$ cat config.mk
export PLATFORM = sky130hd
export DESIGN_NAME = modbus_rx_frame_ctrl_flat
export DESIGN_NICKNAME = d
export VERILOG_FILES = /design/src/rtl/modbus_pkg.sv /design/src/rtl/modbus_rx_frame_ctrl_if.sv /design/src/rtl/crc16_d8.sv /design/src/rtl/modbus_rx_frame_ctrl.sv /design/src/flat_wrapper.sv
export SDC_FILE = /design/constraint.sdc
export NUM_CORES = 1
export LEC_CHECK = 0
export ABC_AREA = 1
export CELL_PAD_IN_SITES_DETAIL_PLACEMENT = 1
export CELL_PAD_IN_SITES_GLOBAL_PLACEMENT = 1
export CORE_ASPECT_RATIO = 1.1
export CORE_MARGIN = 3
export CORE_UTILIZATION = 37
export CTS_CLUSTER_DIAMETER = 60
export DETAILED_ROUTE_END_ITERATION = 12
export GPL_ROUTABILITY_DRIVEN = 0
export PLACE_DENSITY = 0.76
export SLEW_MARGIN = 10
export SYNTH_ARGS = -nofsm -noshare
export SYNTH_HDL_FRONTEND = slang
export SYNTH_HIERARCHICAL = 1
export SYNTH_SLANG_ARGS = --single-unit
export TNS_END_PERCENT = 5
$ cat constraint.sdc
create_clock -name clk -period 2.5 [get_ports clk]
set_input_delay 0.5 -clock clk [delete_from_list [all_inputs] [get_ports clk]]
set_output_delay 0.5 -clock clk [all_outputs]
set_load 0.05 [all_outputs]
$ cat src/rtl/modbus_pkg.sv
// Shared definitions for the Modbus RTU receive path: FSM state
// encoding, the fixed addresses and CRC constants, and the bytewise
// CRC-16/MODBUS update used by the crc16_d8 engine.
package modbus_pkg;

    typedef enum logic [1:0] {
        ST_IDLE     = 2'd0,
        ST_RECV     = 2'd1,
        ST_WAIT_CRC = 2'd2,
        ST_REPORT   = 2'd3
    } rx_state_t;

    localparam logic [7:0]  MB_BROADCAST_ADDR = 8'h00;
    localparam logic [15:0] CRC16_INIT        = 16'hFFFF;
    localparam logic [15:0] CRC16_RESIDUE     = 16'h0000;
    // Reflected form of polynomial 0x8005, processed LSB first
    localparam logic [15:0] CRC16_POLY        = 16'hA001;

    // One byte of CRC-16/MODBUS: xor the byte into the low half, then
    // eight shift-right steps with the reflected polynomial.
    function automatic logic [15:0] crc16_byte(input logic [15:0] crc,
                                               input logic [7:0]  data);
        logic [15:0] c;
        c = crc ^ {8'h00, data};
        for (int i = 0; i < 8; i++) begin
            if (c[0]) begin
                c = (c >> 1) ^ CRC16_POLY;
            end else begin
                c = c >> 1;
            end
        end
        return c;
    endfunction

endpackage

$ cat src/rtl/modbus_rx_frame_ctrl_if.sv
// Byte stream in from the UART receiver / silence timer, and the
// per-frame verdict out to the command decoder.
interface modbus_rx_frame_ctrl_if;

    logic [7:0] rx_data;
    logic       rx_valid;
    logic       frame_end;

    logic       busy;
    logic       frame_done;
    logic       frame_ok;
    logic       crc_err;
    logic       len_err;
    logic       addr_match;
    logic [7:0] frame_addr;
    logic [7:0] frame_func;
    logic [8:0] frame_len;
    logic       rx_drop;

    // Byte source side: drives the stream, observes the verdict
    modport master (
        output rx_data,
        output rx_valid,
        output frame_end,
        input  busy,
        input  frame_done,
        input  frame_ok,
        input  crc_err,
        input  len_err,
        input  addr_match,
        input  frame_addr,
        input  frame_func,
        input  frame_len,
        input  rx_drop
    );

    // Frame controller side
    modport slave (
        input  rx_data,
        input  rx_valid,
        input  frame_end,
        output busy,
        output frame_done,
        output frame_ok,
        output crc_err,
        output len_err,
        output addr_match,
        output frame_addr,
        output frame_func,
        output frame_len,
        output rx_drop
    );

endinterface

$ cat src/rtl/crc16_d8.sv
// Registered CRC-16/MODBUS engine, one byte per enabled cycle.
// crc_init has priority over crc_en; the controller never asserts both.
module crc16_d8
    import modbus_pkg::*;
(
    input  logic        clk,
    input  logic        rst_n,
    input  logic        crc_init,
    input  logic        crc_en,
    input  logic [7:0]  data,
    output logic [15:0] crc_out
);

    logic [15:0] crc_q;

    // Running CRC register: reload on init, absorb one byte on enable
    always_ff @(posedge clk or negedge rst_n) begin
        if (!rst_n) begin
            crc_q <= CRC16_INIT;
        end else if (crc_init) begin
            crc_q <= CRC16_INIT;
        end else if (crc_en) begin
            crc_q <= crc16_byte(crc_q, data);
        end
    end

    assign crc_out = crc_q;

endmodule

$ cat src/rtl/modbus_rx_frame_ctrl.sv
// Receive-side frame controller for the Modbus RTU slave. Feeds each
// frame through one CRC engine, counts bytes, and at frame end reports
// one verdict covering CRC residue, length and slave address.
module modbus_rx_frame_ctrl
    import modbus_pkg::*;
#(
    parameter logic [7:0] SLAVE_ADDR = 8'h01,
    parameter int         MIN_LEN    = 4,
    parameter int         MAX_LEN    = 256
) (
    input  logic                    clk,
    input  logic                    rst,
    modbus_rx_frame_ctrl_if.slave   bus
);

    // Count limits in the counter's own width; MAX_LEN+1 is the
    // saturation value that marks an over-long frame
    localparam logic [8:0] LEN_MIN = 9'(MIN_LEN);
    localparam logic [8:0] LEN_MAX = 9'(MAX_LEN);
    localparam logic [8:0] LEN_SAT = 9'(MAX_LEN + 1);

    rx_state_t   state_q, state_d;
    logic [8:0]  count_q, count_d;
    logic [7:0]  addr_q, addr_d;
    logic [7:0]  func_q, func_d;

    logic        crc_init;
    logic        crc_en;
    logic [15:0] crc_result;
    logic        crc_rst_n;
    logic        results_load;

    logic        crc_bad;
    logic        len_bad;
    logic        addr_ok;

    logic        frame_ok_q;
    logic        crc_err_q;
    logic        len_err_q;
    logic        addr_match_q;
    logic [7:0]  frame_addr_q;
    logic [7:0]  frame_func_q;
    logic [8:0]  frame_len_q;

    assign crc_rst_n = !rst;

    crc16_d8 u_crc (
        .clk      (clk),
        .rst_n    (crc_rst_n),
        .crc_init (crc_init),
        .crc_en   (crc_en),
        .data     (bus.rx_data),
        .crc_out  (crc_result)
    );

    // State, byte count and captured header bytes
    always_ff @(posedge clk or posedge rst) begin
        if (rst) begin
            state_q <= ST_IDLE;
            count_q <= '0;
            addr_q  <= '0;
            func_q  <= '0;
        end else begin
            state_q <= state_d;
            count_q <= count_d;
            addr_q  <= addr_d;
            func_q  <= func_d;
        end
    end

    // Next state, byte accounting and engine control; a byte arriving
    // with frame_end in RECV is absorbed before the frame closes
    always_comb begin
        state_d      = state_q;
        count_d      = count_q;
        addr_d       = addr_q;
        func_d       = func_q;
        crc_en       = 1'b0;
        crc_init     = 1'b0;
        results_load = 1'b0;

        case (state_q)
            ST_IDLE: begin
                if (bus.rx_valid) begin
                    crc_en  = 1'b1;
                    count_d = 9'd1;
                    addr_d  = bus.rx_data;
                    func_d  = 8'h00;
                    state_d = ST_RECV;
                end
            end

            ST_RECV: begin
                if (bus.rx_valid) begin
                    if (count_q < LEN_MAX) begin
                        crc_en  = 1'b1;
                        count_d = count_q + 9'd1;
                    end else begin
                        count_d = LEN_SAT;
                    end
                    if (count_q == 9'd1) begin
                        func_d = bus.rx_data;
                    end
                end
                if (bus.frame_end) begin
                    state_d = ST_WAIT_CRC;
                end
            end

            ST_WAIT_CRC: begin
                results_load = 1'b1;
                state_d      = ST_REPORT;
            end

            ST_REPORT: begin
                crc_init = 1'b1;
                state_d  = ST_IDLE;
            end

            default: begin
                state_d = ST_IDLE;
            end
        endcase
    end

    // Frame checks, valid once the engine has absorbed the last byte
    always_comb begin
        crc_bad = (crc_result != CRC16_RESIDUE);
        len_bad = (count_q < LEN_MIN) || (count_q > LEN_MAX);
        addr_ok = (addr_q == SLAVE_ADDR) || (addr_q == MB_BROADCAST_ADDR);
    end

    // Verdict registers, loaded at the end of WAIT_CRC and held until
    // the next frame reports
    always_ff @(posedge clk or posedge rst) begin
        if (rst) begin
            frame_ok_q   <= 1'b0;
            crc_err_q    <= 1'b0;
            len_err_q    <= 1'b0;
            addr_match_q <= 1'b0;
            frame_addr_q <= '0;
            frame_func_q <= '0;
            frame_len_q  <= '0;
        end else if (results_load) begin
            frame_ok_q   <= !crc_bad && !len_bad && addr_ok;
            crc_err_q    <= crc_bad;
            len_err_q    <= len_bad;
            addr_match_q <= addr_ok;
            frame_addr_q <= addr_q;
            frame_func_q <= func_q;
            frame_len_q  <= count_q;
        end
    end

    assign bus.busy       = (state_q != ST_IDLE);
    assign bus.frame_done = (state_q == ST_REPORT);
    assign bus.rx_drop    = bus.rx_valid &&
                            ((state_q == ST_WAIT_CRC) || (state_q == ST_REPORT));

    assign bus.frame_ok   = frame_ok_q;
    assign bus.crc_err    = crc_err_q;
    assign bus.len_err    = len_err_q;
    assign bus.addr_match = addr_match_q;
    assign bus.frame_addr = frame_addr_q;
    assign bus.frame_func = frame_func_q;
    assign bus.frame_len  = frame_len_q;

endmodule

$ cat src/flat_wrapper.sv
// flat-port wrapper written by rule: the top's interface ports become plain ports
module modbus_rx_frame_ctrl_flat import modbus_pkg::*;
#(
    parameter logic [7:0] SLAVE_ADDR = 8'h01,
    parameter int         MIN_LEN    = 4,
    parameter int         MAX_LEN    = 256
)
  (clk, rst, bus_rx_data, bus_rx_valid, bus_frame_end, bus_busy, bus_frame_done, bus_frame_ok, bus_crc_err, bus_len_err, bus_addr_match, bus_frame_addr, bus_frame_func, bus_frame_len, bus_rx_drop);
  modbus_rx_frame_ctrl_if bus_i ();
  input  logic clk;
  input  logic rst;
  input wire logic [$bits(bus_i.rx_data)-1:0] bus_rx_data;
  input wire logic [$bits(bus_i.rx_valid)-1:0] bus_rx_valid;
  input wire logic [$bits(bus_i.frame_end)-1:0] bus_frame_end;
  output wire logic [$bits(bus_i.busy)-1:0] bus_busy;
  output wire logic [$bits(bus_i.frame_done)-1:0] bus_frame_done;
  output wire logic [$bits(bus_i.frame_ok)-1:0] bus_frame_ok;
  output wire logic [$bits(bus_i.crc_err)-1:0] bus_crc_err;
  output wire logic [$bits(bus_i.len_err)-1:0] bus_len_err;
  output wire logic [$bits(bus_i.addr_match)-1:0] bus_addr_match;
  output wire logic [$bits(bus_i.frame_addr)-1:0] bus_frame_addr;
  output wire logic [$bits(bus_i.frame_func)-1:0] bus_frame_func;
  output wire logic [$bits(bus_i.frame_len)-1:0] bus_frame_len;
  output wire logic [$bits(bus_i.rx_drop)-1:0] bus_rx_drop;
  assign bus_i.rx_data = bus_rx_data;
  assign bus_i.rx_valid = bus_rx_valid;
  assign bus_i.frame_end = bus_frame_end;
  assign bus_busy = bus_i.busy;
  assign bus_frame_done = bus_i.frame_done;
  assign bus_frame_ok = bus_i.frame_ok;
  assign bus_crc_err = bus_i.crc_err;
  assign bus_len_err = bus_i.len_err;
  assign bus_addr_match = bus_i.addr_match;
  assign bus_frame_addr = bus_i.frame_addr;
  assign bus_frame_func = bus_i.frame_func;
  assign bus_frame_len = bus_i.frame_len;
  assign bus_rx_drop = bus_i.rx_drop;
  modbus_rx_frame_ctrl #(.SLAVE_ADDR(SLAVE_ADDR), .MIN_LEN(MIN_LEN), .MAX_LEN(MAX_LEN)) u_core (.clk(clk), .rst(rst), .bus(bus_i));
endmodule
==> qor.yml <==
outcome:
  status: "finished clean"
sta:
  slew_headroom: 0.621
  fin_tns_setup_ns: 0
  period_share: 0.867
  rsz0062_at_grt: "false"
  finalSetupViolCount: 0
  final_hold_viol_count: 0
  slew_viol_final: 0
  min_period_ns: 2.17
  clock_skew_ns: 0.0110
  worst_pin_slew_ns: 0.567
  fmax_ghz: 0.462
die:
  rows: 36
  die_w_um: 99.4
  die_area_sq_um: 10800
  core-area_sq_um: 9100
  initial_core_util: 0.390
  fp.dieH_um: 109
  ios: 44
finish:
  layout-drive-gt1-share: 0.170
  final_util: 0.481
  nNetsFinal: 510
  area_growth_syn_to_layout_pct: 23.1
  insertedDiodeCount: 0
  multi_input_area_sq_um: 1530
  seq_area_sq_um: 1820
  nFillCells: 1129
pwr:
  irDropWorstVdd_mv: 0.646
  power_density_nw_per_um2: 1290
  p_leak_nw: 2.19
run:
  drv_cap: 0
worst_setup_path:
  r2r_slack_ns: 0.33
  cp-start-kind: "register"
  cp_data_arrival_time_ns: 2.45
  crit_fanout: 7
  endpoint_kind: "register"
  crit_type: "register to register"
  worstPathRequired_ns: 2.78
detailed_routing:
  dr.pass1.iters: 4
  viasPerCell: 5.02
  drtAntennaViolNets: 0
  wl_per_cell_um: 15.4
  vias: 3057
  drc: 0
  drtIter0Drc: 113
  drt_wl_total_um: 9390
synthesis:
  yosys-top-cells-area: "dfrtp_1 (39%), nand2_1 (17%), dfstp_2 (12%), nor2_1 (3.9%), inv_1 (3.8%)"
  yosys.area.top_type_share: 0.395
  ys_seq_area_frac: 0.513
  avgSynthCellArea_sq_um: 8.20
  syn_nets: 452
  ys_ff_latch: 72
  synthCells: 433
  ys_warn_count: 6
  syn_area_sq_um: 3550
  synth_top_cell_by_area: "dfrtp_1"
  yosys.cell_types.count: 32
clocking:
  cts_hold_buf: 0
  cts_inserted_buffers: 9
  clock_latency_ns: 0.35
  root_buffer: "clkbuf_8"
  cts.clk_slew.worst_paths_ns: 0.08
  cts_sinks: 72
  cts_tree: "built"
  cts_buffer_depth: 2
  htreeDepth: 3
  cts_resized: 0
  postCtsSetupBuffers: 0
global_routing:
  grt_max_degree: 39
  grt_pass1_vias: 3240
  grt_usage: 0.192
  antenna_found_initial: 0
  grt-ovfl-total: 0
  grt_pass1_wl_um: 16100
place:
  dpl.hpwl_um: 7220
  portBuffers: 43
min_path:
  hp-class: "register to register"
==> cell type report <==
class / instances / area share
Clock buffer: 11 / 0.0300
Inverter: 46 / 0.0395
Sequential cell: 72 / 0.417
Timing Repair Buffer: 54 / 0.121
Clock inverter: 4 / 0.0109
Tap cell: 114 / 0.0326
Multi-Input combinational cell: 308 / 0.349
==> synthesized netlist by cell type (all sizes together) <==
cell type / instances
dfrtp: 56
nand4: 10
buf: 1
a21oi: 11
or2: 1
and2: 1
a31oi: 5
nand3: 10
ha: 7
inv: 46
o22ai: 2
dfstp: 16
xor2: 2
clkbuf: 6
nand2: 178
a32oi: 2
a22oi: 5
nor3: 2
nor2: 41
o211ai: 1
xnor2: 1
mux2: 8
o21ai: 21
==> through the flow <==
stage	area (sq um)	setup slack, ns	instances	power, mW	hold slack, ns
CTS	4370	0.278	609	5.70	0.482
global placement	4190	0.232	594	4.66	0.453
global route	4370	0.0956	609	6.09	0.497
detailed placement	4190	0.104	594	4.79	0.462
finish	4370	0.334	609	5.63	0.478
floorplan	3550	0.186	433	3.87	0.442
==> critical path: stages, from the launching register on <==
cell     delay, ns
dfrtp_1       0.34
inv_1         0.10
ha_1          0.22
inv_2         0.12
nor2_2        0.07
inv_1         0.10
o21ai_1       0.11
nor2_1        0.46
inv_1         0.27
o21ai_0       0.25
inv_1         0.06
==> layer usage <==
metal	GRT usage	wire length [um]	up-vias
li1	-	-	1479
met4	0.0771	184	0
met1	0.242	4090	1493
met5	0	0	-
met2	0.325	4710	66
met3	0.0345	411	19
==> path summary, 6_finish.rpt <==
check                                   startpoint                        to  depth (start not counted)
max in group asynchronous                      rst   u_core/u_crc/crc_out[5]                          3
min in group asynchronous                      rst  u_core/bus.frame_addr[1]                          2
hold reg to reg            u_core/bus.frame_len[5]   u_core/bus.frame_len[5]                          2
setup reg to reg                 u_core/state_q[1]  u_core/u_crc/crc_out[13]                         10
hold / removal             u_core/bus.frame_len[5]   u_core/bus.frame_len[5]                          2
setup / recovery                 u_core/state_q[1]  u_core/u_crc/crc_out[13]                         10
==> state kept, by name (all words and copies together), names as in the netlist <==
name and count:
u_core/func_q 8, u_core/bus.frame_addr 8, u_core/state_q 2, u_core/bus.frame_len 9, u_core/bus.crc_err 1, u_core/bus.len_err 1
u_core/count_q 9, u_core/bus.frame_func 8, u_core/bus.frame_ok 1, u_core/bus.addr_match 1, u_core/u_crc/crc_out 16, u_core/addr_q 8
==> power breakdown <==
part	total [mW]	leakage, nW	switching, mW	internal, mW
registers	1.94	0.899	0.301	1.64
logic	2.80	1.21	1.89	0.915
clock network	0.883	0.0892	0.430	0.453
==> cell families (layout without fill, tap and decap cells) <==
group	count (synthesis)	in the layout	synth area share
DFF	72	72	0.513
xor gates and xnor gates	3	3	0.00952
adders and majority gates	7	7	0.0247
and+or+nand+nor	243	243	0.292
muxes	8	8	0.0254
AOI/OAI and AO/OA	47	47	0.0782
buffers and inverters	53	115	0.0571
==> cell usage in the layout, fill, tap and decap left out, types with 2 or more instances in the layout <==
| master | instances |
|---|---|
| dfstp_2 | 16 |
| nor2_4 | 3 |
| a31oi_1 | 5 |
| nand3_1 | 9 |
| inv_1 | 35 |
| a22oi_1 | 5 |
| nand2_2 | 11 |
| nand2_1 | 164 |
| clkdlybuf4s50_1 | 40 |
| nand4_1 | 10 |
| o21ai_1 | 3 |
| clkbuf_8 | 9 |
| nor2_1 | 37 |
| clkinv_2 | 2 |
| buf_12 | 2 |
| inv_2 | 11 |
| o22ai_1 | 2 |
| nand2_4 | 3 |
| mux2_2 | 8 |
| a21oi_1 | 10 |
| buf_4 | 12 |
| o21ai_0 | 18 |
| dfrtp_1 | 56 |
| clkbuf_1 | 2 |
| nor3_1 | 2 |
| ha_1 | 7 |
| a32oi_1 | 2 |
Power figures use the tool's default switching activity.
